==> config.mk <==
export PLATFORM = sky130hd
export DESIGN_NAME = bcd_seg_scan_flat
export DESIGN_NICKNAME = d
export VERILOG_FILES = /design/src/rtl/bcd_seg_scan_if.sv /design/src/rtl/bcd_seg_scan.sv /design/src/flat_wrapper.sv
export SDC_FILE = /design/constraint.sdc
export NUM_CORES = 1
export LEC_CHECK = 0
export ABC_AREA = 0
export BUFFER_PORTS_ARGS = -buffer_cell sky130_fd_sc_hd__buf_2
export CORE_MARGIN = 4
export CORE_UTILIZATION = 40
export CTS_BUF_LIST = sky130_fd_sc_hd__clkbuf_16
export DETAILED_ROUTE_END_ITERATION = 7
export PLACE_DENSITY = 0.6
export SLEW_MARGIN = 25
export SYNTH_ARGS = -nofsm -noshare
export SYNTH_HDL_FRONTEND = slang
export SYNTH_SLANG_ARGS = --single-unit
==> constraint.sdc <==
create_clock -name clk -period 2.85 [get_ports clk]
set_clock_uncertainty 0.15 [all_clocks]
set_input_delay 0.855 -clock clk [delete_from_list [all_inputs] [get_ports clk]]
set_output_delay 0.855 -clock clk [all_outputs]
set_load 0.005 [all_outputs]
==> src/rtl/bcd_seg_scan_if.sv <==
// Bus bundle between a BCD producer and the bcd_seg_scan display driver.
// The producer side uses the master modport; the scanner uses the slave modport.
interface bcd_seg_scan_if #(
  parameter int NUM_DIGITS = 2
);
  logic                    load;
  logic [4*NUM_DIGITS-1:0] bcd_in;
  logic                    ack;
  logic [6:0]              seg;
  logic [NUM_DIGITS-1:0]   an;
  logic [2:0]              digit_ix;

  modport master (output load, bcd_in, input ack, seg, an, digit_ix);
  modport slave  (input load, bcd_in, output ack, seg, an, digit_ix);
endinterface

==> src/rtl/bcd_seg_scan.sv <==
// Latches packed BCD digits and scans them onto a common-anode 7-segment display.
// Optional leading-zero blanking is enabled by defining BCD_SCAN_BLANK_EN.
module bcd_seg_scan #(
  parameter int NUM_DIGITS  = 2,
  parameter int REFRESH_DIV = 50000,
  parameter int GAP_CYCLES  = 2
) (
  input  logic          clk,
  input  logic          rst_n,
  bcd_seg_scan_if.slave bus
);
  localparam logic [0:0] S_GAP  = 1'b0;
  localparam logic [0:0] S_SHOW = 1'b1;

  localparam int CNT_MAX = (REFRESH_DIV > GAP_CYCLES) ? REFRESH_DIV : GAP_CYCLES;
  localparam int CNT_W   = $clog2(CNT_MAX + 1);
  localparam logic [CNT_W-1:0] SHOW_LAST = CNT_W'(REFRESH_DIV - 1);
  localparam logic [CNT_W-1:0] GAP_LAST  = CNT_W'((GAP_CYCLES > 0) ? GAP_CYCLES - 1 : 0);
  localparam logic [2:0]       IX_LAST   = 3'(NUM_DIGITS - 1);

  logic [0:0]              r_state;
  logic [CNT_W-1:0]        r_cnt;
  logic [2:0]              r_ix;
  logic                    r_first;
  logic [4*NUM_DIGITS-1:0] r_shadow;
  logic [6:0]              r_seg;
  logic [NUM_DIGITS-1:0]   r_an;
  logic                    r_ack;

  logic [0:0]              w_state_next;
  logic [CNT_W-1:0]        w_cnt_next;
  logic [2:0]              w_ix_next;
  logic [2:0]              w_ix_adv;
  logic                    w_first_next;
  logic [4*NUM_DIGITS-1:0] w_shadow_next;
  logic [3:0]              w_digit [0:7];
  logic                    w_blank;
  logic [6:0]              w_seg_next;
  logic [NUM_DIGITS-1:0]   w_an_next;

  function automatic logic [6:0] f_decode(input logic [3:0] nib);
    case (nib)
      4'd0:    f_decode = 7'h40;
      4'd1:    f_decode = 7'h79;
      4'd2:    f_decode = 7'h24;
      4'd3:    f_decode = 7'h30;
      4'd4:    f_decode = 7'h19;
      4'd5:    f_decode = 7'h12;
      4'd6:    f_decode = 7'h02;
      4'd7:    f_decode = 7'h78;
      4'd8:    f_decode = 7'h00;
      4'd9:    f_decode = 7'h10;
      default: f_decode = 7'h3F;
    endcase
  endfunction

  // Outputs are decoded from next-cycle values so a load on an advance edge shows at once.
  assign w_shadow_next = bus.load ? bus.bcd_in : r_shadow;
  assign w_ix_adv      = (r_ix == IX_LAST) ? 3'd0 : r_ix + 3'd1;

  always_comb begin
    w_state_next = r_state;
    w_cnt_next   = r_cnt + CNT_W'(1);
    w_ix_next    = r_ix;
    w_first_next = r_first;
    if (r_state == S_SHOW) begin
      if (r_cnt == SHOW_LAST) begin
        w_cnt_next = '0;
        if (GAP_CYCLES == 0) w_ix_next = w_ix_adv;
        else                 w_state_next = S_GAP;
      end
    end else begin
      // The gap that follows reset enters digit 0 without advancing.
      if ((GAP_CYCLES == 0) || (r_cnt == GAP_LAST)) begin
        w_cnt_next   = '0;
        w_state_next = S_SHOW;
        w_first_next = 1'b0;
        if (!r_first) w_ix_next = w_ix_adv;
      end
    end
  end

  genvar gi;
  generate
    for (gi = 0; gi < 8; gi++) begin : g_digit
      if (gi < NUM_DIGITS) begin : g_used
        assign w_digit[gi] = w_shadow_next[4*gi +: 4];
      end else begin : g_pad
        assign w_digit[gi] = 4'd0;
      end
    end
    for (gi = 0; gi < NUM_DIGITS; gi++) begin : g_anode
      assign w_an_next[gi] = !((w_state_next == S_SHOW) && (w_ix_next == 3'(gi)));
    end
  endgenerate

`ifdef BCD_SCAN_BLANK_EN
  logic w_lead;
  always_comb begin
    w_lead  = 1'b1;
    w_blank = 1'b0;
    for (int i = 7; i >= 0; i--) begin
      w_lead = w_lead && (w_digit[i] == 4'd0);
      if ((3'(i) == w_ix_next) && (i != 0)) w_blank = w_lead;
    end
  end
`else
  assign w_blank = 1'b0;
`endif

  assign w_seg_next = ((w_state_next == S_SHOW) && !w_blank) ? f_decode(w_digit[w_ix_next])
                                                              : 7'h7F;

  always_ff @(posedge clk or negedge rst_n) begin
    if (!rst_n) begin
      r_state  <= S_GAP;
      r_cnt    <= '0;
      r_ix     <= 3'd0;
      r_first  <= 1'b1;
      r_shadow <= '0;
      r_seg    <= 7'h7F;
      r_an     <= '1;
      r_ack    <= 1'b0;
    end else begin
      r_state  <= w_state_next;
      r_cnt    <= w_cnt_next;
      r_ix     <= w_ix_next;
      r_first  <= w_first_next;
      r_shadow <= w_shadow_next;
      r_seg    <= w_seg_next;
      r_an     <= w_an_next;
      r_ack    <= bus.load;
    end
  end

  assign bus.seg      = r_seg;
  assign bus.an       = r_an;
  assign bus.ack      = r_ack;
  assign bus.digit_ix = r_ix;
endmodule

==> src/flat_wrapper.sv <==
// flat-port wrapper written by rule: the top's interface ports become plain ports
module bcd_seg_scan_flat 
#(
  parameter int NUM_DIGITS  = 2,
  parameter int REFRESH_DIV = 50000,
  parameter int GAP_CYCLES  = 2
)
  (clk, rst_n, bus_load, bus_bcd_in, bus_ack, bus_seg, bus_an, bus_digit_ix);
  bcd_seg_scan_if #(.NUM_DIGITS(NUM_DIGITS)) bus_i ();
  input  logic clk;
  input  logic rst_n;
  input wire logic [$bits(bus_i.load)-1:0] bus_load;
  input wire logic [$bits(bus_i.bcd_in)-1:0] bus_bcd_in;
  output wire logic [$bits(bus_i.ack)-1:0] bus_ack;
  output wire logic [$bits(bus_i.seg)-1:0] bus_seg;
  output wire logic [$bits(bus_i.an)-1:0] bus_an;
  output wire logic [$bits(bus_i.digit_ix)-1:0] bus_digit_ix;
  assign bus_i.load = bus_load;
  assign bus_i.bcd_in = bus_bcd_in;
  assign bus_ack = bus_i.ack;
  assign bus_seg = bus_i.seg;
  assign bus_an = bus_i.an;
  assign bus_digit_ix = bus_i.digit_ix;
  bcd_seg_scan #(.NUM_DIGITS(NUM_DIGITS), .REFRESH_DIV(REFRESH_DIV), .GAP_CYCLES(GAP_CYCLES)) u_core (.clk(clk), .rst_n(rst_n), .bus(bus_i));
endmodule
# After elaboration in Yosys (flattened, before gate mapping)
# Memory sizes are Yosys's and may differ from the RTL's.
# Index checks and enable logic that the tools add are counted.
[classes]
add_sub_neg = 2
n_lt_le_gt_ge = 1
n_eq_ne = 4
mux = 15
n_bitwise = 2
n_reduce_logical = 6
[ops]
columns = ["op", "count"]
rows = [
  ["16-bit two-way mux", 3],
  ["16-bit by 1-bit adder with 16-bit output, second input constant", 1],
  ["16-bit by 1-bit equality test with 1-bit output, second input constant", 1],
  ["16-bit equality test, second input constant", 1],
  ["4-bit binary-select mux with 3-bit select", 1],
  ["3-bit two-way mux", 4],
  ["4-bit two-way mux", 2],
  ["8-bit two-way mux", 1],
  ["7-bit two-way mux", 1],
  ["3-bit by 1-bit equality test with 1-bit output, second input constant", 2],
  ["4-bit >= comparator, second input constant", 1],
  ["3-bit inverter with 4-bit output", 1],
  ["3-bit by 1-bit adder with 3-bit output, second input constant", 1],
  ["3-bit zero test", 1],
  ["1-bit two-way mux", 3],
  ["1-bit logical AND", 2],
  ["1-bit zero test", 2],
  ["2-bit AND reduction", 1],
  ["1-bit inverter", 1],
]
[totals]
regBits = 39
romBits = 112
input_bits = 11
out_inout_bits = 13
word_cells = 39
n_memories = 1
[mem_list]
columns = ["name", "words", "word_bits", "rd", "rd_ports_with_merged_regs", "wr", "line", "source"]
rows = [
  ["(no name shown)", 16, 7, 1, 0, 0, "bcd_seg_scan.sv:42", "case (nib)"],
]

# Depth between registers and ports, before layout
# Gate-level depths: netlist (run 1).
# An unclocked memory read counts as a cell.
[depth]
ltp_word = 11
ltp_mapped = 15
depth_no_buf = 13

# Least setup slack after synthesis (run 1)
# Ideal clock, no wire load.
[synth_timing]
path_kind = "input to register"
from = "input bus_load"
to = "register u_core.r_seg[6], in the netlist u_core.bus.seg[6]"
setup_ps = 92
t_arrival_ps = 2691
required_time_ps = 2608
slack_ps = -83
cell_stages = 9
n_path_buf = 1
cell_sequence = "clkbuf_1 mux2_2 mux2_4 a21oi_2 inv_1 ha_1 a21boi_0 a211oi_1 o21ai_1"
[synth_via]
elab_chain_cells = 6
[synth_lines]
columns = ["item", "line", "source"]
rows = [
  ["start, declared", "flat_wrapper.sv:12", "input wire logic [$bits(bus_i.load)-1:0] bus_load;"],
  ["8-bit two-way mux", "bcd_seg_scan.sv:58", "assign w_shadow_next = bus.load ? bus.bcd_in : r_shadow;"],
  ["named net u_core.w_shadow_next[4]", "bcd_seg_scan.sv:35", "logic [4*NUM_DIGITS-1:0] w_shadow_next;"],
  ["4-bit binary-select mux with 3-bit select", "bcd_seg_scan.sv:111", "assign w_seg_next = ((w_state_next == S_SHOW) && !w_blank) ? f_decode(w_digit[w_ix_next])"],
  ["4-bit two-way mux (implied by the code) (2 in series)", "bcd_seg_scan.sv:111", ""],
  ["memory read 16 x 7 bit", "n/a", ""],
  ["7-bit two-way mux", "bcd_seg_scan.sv:111", ""],
  ["named net u_core.w_seg_next[6]", "bcd_seg_scan.sv:38", "logic [6:0] w_seg_next;"],
  ["end signal, assigned", "bcd_seg_scan.sv:130", "r_seg <= w_seg_next;"],
  ["end, declared", "bcd_seg_scan.sv:26", "logic [6:0] r_seg;"],
]
# The timed path passes the listed nets, and every way through them passes these cells. The select of a mux whose other input is x is not followed.
# A chain may end at the register's enable or synchronous reset.

# Worst setup path after layout (run 1)
[layout_timing]
from = "register u_core.r_cnt[1]"
to = "register u_core.r_seg[5], in the netlist u_core.bus.seg[5]"
[layout_via]
elab_chain_cells = 9
word_cells_on_any_way = 13
classes_between = "eq/ne: 2; mux: 9; bitwise: 1; memory: 1"
[layout_lines]
columns = ["item", "line", "source"]
rows = [
  ["start, declared", "bcd_seg_scan.sv:22", "logic [CNT_W-1:0] r_cnt;"],
  ["start signal, assigned", "bcd_seg_scan.sv:126", "r_cnt <= w_cnt_next;"],
  ["16-bit by 1-bit equality test with 1-bit output", "bcd_seg_scan.sv:74", "if ((GAP_CYCLES == 0) || (r_cnt == GAP_LAST)) begin"],
  ["3-bit two-way mux", "bcd_seg_scan.sv:74", ""],
  ["3-bit two-way mux", "bcd_seg_scan.sv:66", "if (r_state == S_SHOW) begin"],
  ["named net u_core.w_ix_next[0]", "bcd_seg_scan.sv:32", "logic [2:0] w_ix_next;"],
  ["3-bit inverter with 4-bit output (implied by the code)", "bcd_seg_scan.sv:111", ""],
  ["4-bit binary-select mux with 3-bit select", "bcd_seg_scan.sv:111", ""],
  ["4-bit two-way mux (implied by the code) (2 in series)", "bcd_seg_scan.sv:111", ""],
  ["memory read 16 x 7 bit", "n/a", ""],
  ["7-bit two-way mux", "bcd_seg_scan.sv:111", ""],
  ["named net u_core.w_seg_next[5]", "bcd_seg_scan.sv:38", ""],
]
# The timed path passes the listed nets, and every way through them passes these cells. The select of a mux whose other input is x is not followed.

==> results.ini, run 1 <==
[placed_design]
buffer_ports.inserted = 23
final_weighted_congestion_in_routability_driven_placement = 0.8048
dp.final_hpwl_um = 3030
place_worst_setup_slack_ns = -0.001643
area_of_placed_instances_sq_mm = 0.002390

[synth]
synth-compound-area-share_pct = 8.170
most_repeated_cell_in_the_gate_level_netlist_after_synthesis = sky130_fd_sc_hd__dfrtp_1
synthesis.nets = 205
synth.yosys.warnings = 0
synth_area_per_cell_sq_um = 10.89
ys_dominant_reg_cell = sky130_fd_sc_hd__dfrtp_1
synth.yosys.seq_area_share_pct = 48.53
synth-edff-count = 0
synth_top_family_by_area = simple AND/OR/NAND/NOR gates
syn_area_sq_mm = 0.002037
synthAdderAreaFrac_pct = 4.300
synthDistinctLibCells = 45
ys_ff_latch = 39
post-synth-top-area-fraction_pct = 35.63
async_flop_share_pct = 100.0
yosys.area_share.xor_xnor_pct = 6.818
synth_mux_area_share_pct = 8.292
postSynthCellCount = 187
synth.area.top_cells = sky130_fd_sc_hd__dfrtp_1 36%, sky130_fd_sc_hd__dfstp_2 13%, sky130_fd_sc_hd__ha_1 4.3%
synth_top_cells_by_count = 29 x sky130_fd_sc_hd__dfrtp_1, 21 x sky130_fd_sc_hd__nor2_1, 14 x sky130_fd_sc_hd__nand2_1, 12 x sky130_fd_sc_hd__nand3_1, 11 x sky130_fd_sc_hd__inv_1
post_synth_and_or_nand_nor_area_fraction_pct = 20.58
synth_top_area_cell = sky130_fd_sc_hd__dfrtp_1

[power_and_ir_drop]
total_power_mw = 1.266
power_leakage_nw = 1.195
max-vdd-ir-drop_mv = 0.3985
power_density_mw_per_mm2 = 486.9

[sta]
timing_hold_violations_final = 0
timing.max_slew.rel_slack_pct = 41.37
final-setup-viol-count = 0
rsz_0062_raised_after_global_routing = true
period_share_pct = 96.85
fmax_mhz = 362.3
timing_worst_slew_pin_value_ns = 0.8795
worst_slack_ns = 0.08968
maxSlewViolCount = 0
final.min_clock_period_ns = 2.760

[global_route]
pin_count_of_the_biggest_net_entering_global_routing = 40
antenna_found_initial = 0
number_of_global_route_vias_before_repair = 1538
grt_pass1_wl_um = 6948
groute.usage.overall_pct = 14.04
grt.overflow.total = 0

[route]
routed-via-count = 1524
vias_per_cell = 4.980
drt.antenna.violating_nets = 0
first_iter_violations = 108
route.detailed.wl_per_inst_um = 13.51
first_pass_iters = 4
drc_errors = 0
detail_route.wirelength_um = 4135

[critical_path]
r2r-start = u_core.r_cnt[1]
worst-setup-path-type = reg2reg
critical_path.endpoint = u_core.bus.seg[5]
worst-path-max-fanout = 4
rr_endpoint = u_core.bus.seg[5]
critPathArrivalTime_ns = 2.79
timing.reg2reg.setup_slack_ns = 0.09
start_kind = register
ff2ff_path_depth = 12
startpoint_of_the_worst_setup_timing_path = u_core.r_cnt[1]
worstPathRequired_ns = 2.88
end_kind = register

[cts]
post_cts_hold_buffer_count = 0
h-tree-depth = 2
cts_made_buffers = 5
root_buffer = sky130_fd_sc_hd__clkbuf_16
cts_buffer_depth = 2
cts_tree = built
path_clk_slew_ns = 0.06
insertion_delay_of_the_later_clocked_pin_in_the_worst_skew_pair_ns = 0.28
cts.sinks = 39

[die]
die_w_um = 79.36
floorplan.die_area_sq_mm = 0.006298
placeableCoreArea_sq_mm = 0.004817
floorplan.initialDensity_pct = 42.29
design.portCount = 24
num_rows = 25
die_y_um = 79.36

[cells_and_area]
diodes = 0
seqCellArea_sq_um = 989.7
fillerInstances = 455
flow.area_growth_from_synthesis_pct = 27.64
post_route_cells_drive_above_1_share_pct = 39.33
design.final.nets = 256
design_area_sq_mm = 0.002600
multi_input_area_sq_mm = 0.001052

[job]
max_cap_violations = 0

[status]
run_status = finished, final reports clean

[min_path]
worst_hold_path_type = reg2reg

-- state kept, by name (all words and copies together) (netlist names) --
signal and flops:
u_core.bus.an 2, u_core.r_cnt 16, u_core.bus.digit_ix 3, u_core.r_shadow 8, u_core.r_first 1, u_core.bus.seg 7, u_core.r_state 1, u_core.bus.ack 1
-- routing by layer --
layer  vias to the layer above  wire, um  track usage [%]
li1                        753         -                -
met1                       733      2015            18.50
met2                        31      1869            22.22
met3                         7       186            4.195
met4                         0        63            4.296
met5                         -         0                0
-- timing repair --
item | in CTS | in global routing
setup endpoints to repair | 1 | 6
setup buffers | 0 | 1
gates cloned | 0 | 0
gates resized for setup | 1 | 12
pin swaps | 1 | 8
-- layout make-up --
type                            instances  share of cell area [%]
Tap cell                               67                   3.224
Multi-Input combinational cell        134                   40.47
Timing Repair Buffer                   47                   11.36
Sequential cell                        39                   38.07
Clock inverter                          3                  0.4812
Clock buffer                            5                   4.812
Inverter                               11                   1.588
-- metrics by stage --
stage / std cells / util, % / setup TNS, ns / hold WS, ns
2_1_floorplan: 187 / - / 0 / 0.3035
3_3_place_gp: 297 / 49.61 / 0 / 0.3354
3_5_place_dp: 297 / 49.61 / -0.001643 / 0.3358
4_1_cts: 305 / 52.65 / 0 / 0.3475
5_1_grt: 306 / 53.97 / -0.2605 / 0.3872
6_report: 306 / 53.97 / 0 / 0.3508
-- power breakdown --
group          switching, mW  leakage [nW]  internal (mW)
combinational         0.0763         0.669         0.0725
sequential           0.00617         0.454          0.594
clock                  0.201        0.0724          0.316
-- cells in the final DEF (no fill, tap or decap), types with 3 or more instances in the layout --
cell	instances
sky130_fd_sc_hd__dfrtp_1	28
sky130_fd_sc_hd__buf_4	24
sky130_fd_sc_hd__buf_2	23
sky130_fd_sc_hd__nor2_1	20
sky130_fd_sc_hd__nand2_1	14
sky130_fd_sc_hd__nand3_1	12
sky130_fd_sc_hd__inv_1	11
sky130_fd_sc_hd__dfstp_2	10
sky130_fd_sc_hd__xor2_1	8
sky130_fd_sc_hd__mux2i_1	7
sky130_fd_sc_hd__xnor2_1	6
sky130_fd_sc_hd__mux2_2	5
sky130_fd_sc_hd__nor3_1	5
sky130_fd_sc_hd__ha_1	5
sky130_fd_sc_hd__clkbuf_16	5
sky130_fd_sc_hd__and3_1	4
sky130_fd_sc_hd__nand4_1	3
-- logic make-up after synthesis --
family                     count (synthesis)
and+or+nand+nor                           77
muxes                                     15
DFF                                       39
xor gates and xnor gates                  15
adders and majority gates                  7
buffers and inverters                     14
AOI/OAI and AO/OA                         20
-- worst min-delay path by stage --
stage                  startpoint            endpoint  depth (start not counted)
3_5_place_dp      u_core.r_cnt[7]     u_core.r_cnt[7]                          1
3_3_place_gp      u_core.r_cnt[7]     u_core.r_cnt[7]                          1
5_1_grt        u_core.r_shadow[7]  u_core.r_shadow[7]                          1
2_1_floorplan     u_core.r_cnt[0]     u_core.r_cnt[0]                          1
4_1_cts           u_core.r_cnt[7]     u_core.r_cnt[7]                          1
6_report          u_core.r_cnt[7]     u_core.r_cnt[7]                          1
-- critical path, cell delays in order, from the launching register on --
cell and delay, ns:
sky130_fd_sc_hd__dfrtp_1 0.38, sky130_fd_sc_hd__inv_1 0.06, sky130_fd_sc_hd__ha_1 0.13, sky130_fd_sc_hd__nor4b_4 0.21, sky130_fd_sc_hd__and4_4 0.29, sky130_fd_sc_hd__a31oi_4 0.10
sky130_fd_sc_hd__or2_4 0.25, sky130_fd_sc_hd__mux2_4 0.31, sky130_fd_sc_hd__a21oi_4 0.17, sky130_fd_sc_hd__buf_4 0.14, sky130_fd_sc_hd__ha_1 0.13, sky130_fd_sc_hd__nor2b_1 0.22
sky130_fd_sc_hd__o311ai_2 0.12
Note: power is estimated with default switching activity, not from simulation.
==> run 2: changes to the inputs <==
- PLACE_DENSITY: 0.6 -> 0.57
- SLEW_MARGIN: 25 -> 20
- clock period: 2.85 -> 2.7 ns (I/O delays scaled with it)
==> run 2 against run 1 <==
The flow now finishes with violations (setup timing). Setup slack got worse by 0.21 ns. Combinational power increased by 23%. Flip-flop and latch count unchanged. Total power increased by 7.5%. Utilization increased by 3.4 points. Sequential share of layout area decreased by 2.3 points. Global-route usage increased by 1.3 points. Design area increased by 6.3%. Critical path type unchanged. Worst hold slack improved by 0.00067 ns. Largest power group unchanged. First-iteration DRC count decreased by 43%. Critical endpoint is now u_core.bus.seg[0]. Non-clock buffer count increased by 13.
==> results.ini, run 2 (synthesized netlist as in run 1, its figures left out) <==
[status]
run_status = finished with violations
violations = setup timing

[cells_and_area]
largest_register_ffs = 16  ; unchanged
most_used_cells_in_the_layout_excluding_fill_and_tap_cells = 35 x sky130_fd_sc_hd__buf_4, 29 x sky130_fd_sc_hd__dfrtp_1, 23 x sky130_fd_sc_hd__buf_2
most_frequent_standard_cell_in_the_layout_excluding_fill_and_tap_cells = sky130_fd_sc_hd__buf_4
diodes = 0  ; unchanged
post_route_cells_drive_above_1_share_pct = 45.24  ; +5.9 points
design.final.nets = 269  ; +5.1%
flow.area_growth_from_synthesis_pct = 35.69
largest_register = u_core.r_cnt
final_cells = 319  ; +4.2%

[power_and_ir_drop]
power_density_mw_per_mm2 = 492.5  ; +1.2%
max-vdd-ir-drop_mv = 0.2848  ; -29%
power_leakage_nw = 1.279  ; +7.0%
total_power_mw = 1.361  ; +7.5%

[placed_design]
final_weighted_congestion_in_routability_driven_placement = 0.8194  ; +1.8%
buffer_ports.inserted = 23  ; unchanged
dp.final_hpwl_um = 3280  ; +8.3%
place_inst = 307  ; +3.4%

[cts]
insertion_delay_of_the_later_clocked_pin_in_the_worst_skew_pair_ns = 0.28  ; about the same
cts_tree = built
cts_made_buffers = 5  ; unchanged
path_clk_slew_ns = 0.06  ; about the same
h-tree-depth = 2  ; unchanged
root_buffer = sky130_fd_sc_hd__clkbuf_16
cts_buffer_depth = 2  ; unchanged
cts.sinks = 39  ; unchanged

[route]
routedLengthMet1_um = 1943  ; -3.6%
drc_errors = 0  ; unchanged
first_pass_iters = 4  ; unchanged
detailroute.wirelength.met3_um = 181  ; -2.7%
vias_per_cell = 5.006  ; +0.52%
routed-wl-met2_um = 2328  ; +25%
dr.max_layer_used = met4
detail_route.wirelength_um = 4520  ; +9.3%
routed-via-count = 1597  ; +4.8%
first_iter_violations = 62  ; -43%
route.detailed.wl_per_inst_um = 14.17  ; +4.9%
drt.antenna.violating_nets = 0  ; unchanged

[die]
num_rows = 25  ; unchanged
floorplan.die_area_sq_mm = 0.006298  ; unchanged
placeableCoreArea_sq_mm = 0.004817  ; unchanged
design.portCount = 24  ; unchanged
floorplan.initialDensity_pct = 42.29  ; unchanged
die_y_um = 79.36  ; unchanged
die_w_um = 79.36  ; unchanged

[job]
max_cap_violations = 0  ; unchanged

[critical_path]
worstPathRequired_ns = 2.75  ; -0.13 ns
path_common_cell = sky130_fd_sc_hd__buf_4
worst-setup-path-type = reg2reg
end_kind = register
worst-path-max-fanout = 4  ; unchanged
critical_path_buf_inv_count = 4  ; +2
start_kind = register
ff2ff_path_depth = 14  ; +2
crit_path_cell_trace = inv_1 -> ha_2 -> nor4b_4 -> and4_4 -> a31oi_4 -> or2_4 -> mux2_4 -> a21oi_4 -> buf_4 -> buf_6 -> buf_4 -> ha_1 -> mux2i_1 -> o211ai_1
critPathArrivalTime_ns = 2.87  ; +0.08 ns
rr_endpoint = u_core.bus.seg[0]
r2r-start = u_core.r_cnt[1]
critPathMaxStageDelay_ns = 0.37  ; about the same
critical_path.endpoint = u_core.bus.seg[0]
master_of_the_slowest_instance_on_the_critical_path = sky130_fd_sc_hd__dfrtp_1
crit_family = simple AND/OR/NAND/NOR gates
startpoint_of_the_worst_setup_timing_path = u_core.r_cnt[1]
timing.reg2reg.setup_slack_ns = -0.12  ; -0.21 ns
timing.critical_path.depth = 14  ; +2

[sta]
rsz_0062_raised_after_global_routing = true
final.min_clock_period_ns = 2.820  ; +0.05964 ns
timing.max_slew.rel_slack_pct = 42.52  ; +1.2 points
period_share_pct = 104.4  ; +7.6 points
timing_worst_slew_pin_value_ns = 0.8622  ; -0.01728 ns
worst_slack_ns = -0.1200  ; -0.2096 ns
fmax_mhz = 354.6  ; -2.1%
finalHoldWorstSlack_ns = 0.3515  ; +0.0006750 ns
maxSlewViolCount = 0  ; unchanged
final-setup-viol-count = 7  ; +7
timing_hold_violations_final = 0  ; unchanged

[global_route]
pin_count_of_the_biggest_net_entering_global_routing = 40  ; unchanged
antenna_found_initial = 0  ; unchanged
groute.usage.overall_pct = 15.37  ; +1.3 points
grt.overflow.total = 0  ; unchanged
grt_pass1_wl_um = 7534  ; +8.4%
number_of_global_route_vias_before_repair = 1654  ; +7.5%

[min_path]
worst_hold_path_type = reg2reg
hold_path_depth = 1  ; unchanged

-- run 2: where the power goes --
part | total [mW] | internal [mW] | switching [mW]
clock network | 0.544 | 0.333 | 0.210
logic | 0.184 | 0.0921 | 0.0923
registers | 0.633 | 0.627 | 0.00646
-- run 2: routing by layer --
metal / global-route usage (%) / up-vias
met5: 0 / -
met4: 5.670 / 0
met3: 3.288 / 7
met2: 27.95 / 31
met1: 17.57 / 773
li1: - / 786
-- run 2: through the flow --
step / cell area (sq um) / TNS, ns / worst slack, ns / utilization [%]
final: 2764 / -0.5515 / -0.1200 / 57.38
after global routing: 2764 / -1.505 / -0.2639 / 57.38
after CTS: 2679 / -0.2022 / -0.05832 / 55.61
after detailed placement: 2510 / -0.3819 / -0.08760 / 52.10
after global placement: 2510 / -0.01856 / -0.01856 / 52.10
after floorplan: 2078 / -0.002189 / -0.002189 / -
-- run 2: cell type report --
type,count,area [sq um]
clock inverters,3,12.51
repair buffers,60,409.1
inverters,11,41.29
multi-input cells,134,1104
clock buffers,5,125.1
fillers,429,2053
well taps,67,83.83
flip-flops and latches,39,988.4
-- run 2: worst register-to-register path, cell delays in order, from the launching register on --
cell,delay (ns)
sky130_fd_sc_hd__dfrtp_1,0.37
sky130_fd_sc_hd__inv_1,0.07
sky130_fd_sc_hd__ha_2,0.16
sky130_fd_sc_hd__nor4b_4,0.20
sky130_fd_sc_hd__and4_4,0.27
sky130_fd_sc_hd__a31oi_4,0.09
sky130_fd_sc_hd__or2_4,0.25
sky130_fd_sc_hd__mux2_4,0.31
sky130_fd_sc_hd__a21oi_4,0.19
sky130_fd_sc_hd__buf_4,0.16
sky130_fd_sc_hd__buf_6,0.08
sky130_fd_sc_hd__buf_4,0.09
sky130_fd_sc_hd__ha_1,0.12
sky130_fd_sc_hd__mux2i_1,0.06
sky130_fd_sc_hd__o211ai_1,0.18
-- run 2: worst min-delay path by stage --
stage                                    end          startpoint  slack [ns]
after floorplan              u_core.r_cnt[0]     u_core.r_cnt[0]        0.30
after global placement    u_core.r_shadow[2]  u_core.r_shadow[2]        0.34
after detailed placement  u_core.r_shadow[7]  u_core.r_shadow[7]        0.34
after CTS                 u_core.r_shadow[7]  u_core.r_shadow[7]        0.36
after global routing      u_core.r_shadow[7]  u_core.r_shadow[7]        0.37
final                     u_core.r_shadow[7]  u_core.r_shadow[7]        0.35
-- run 2: repair_timing --
item | in CTS | in global routing
setup endpoints to repair | 7 | 7
buffers inserted | 2 | 2
pin swaps | 1 | 4
resized for setup | 4 | 13
hold buffers | 0 | 0
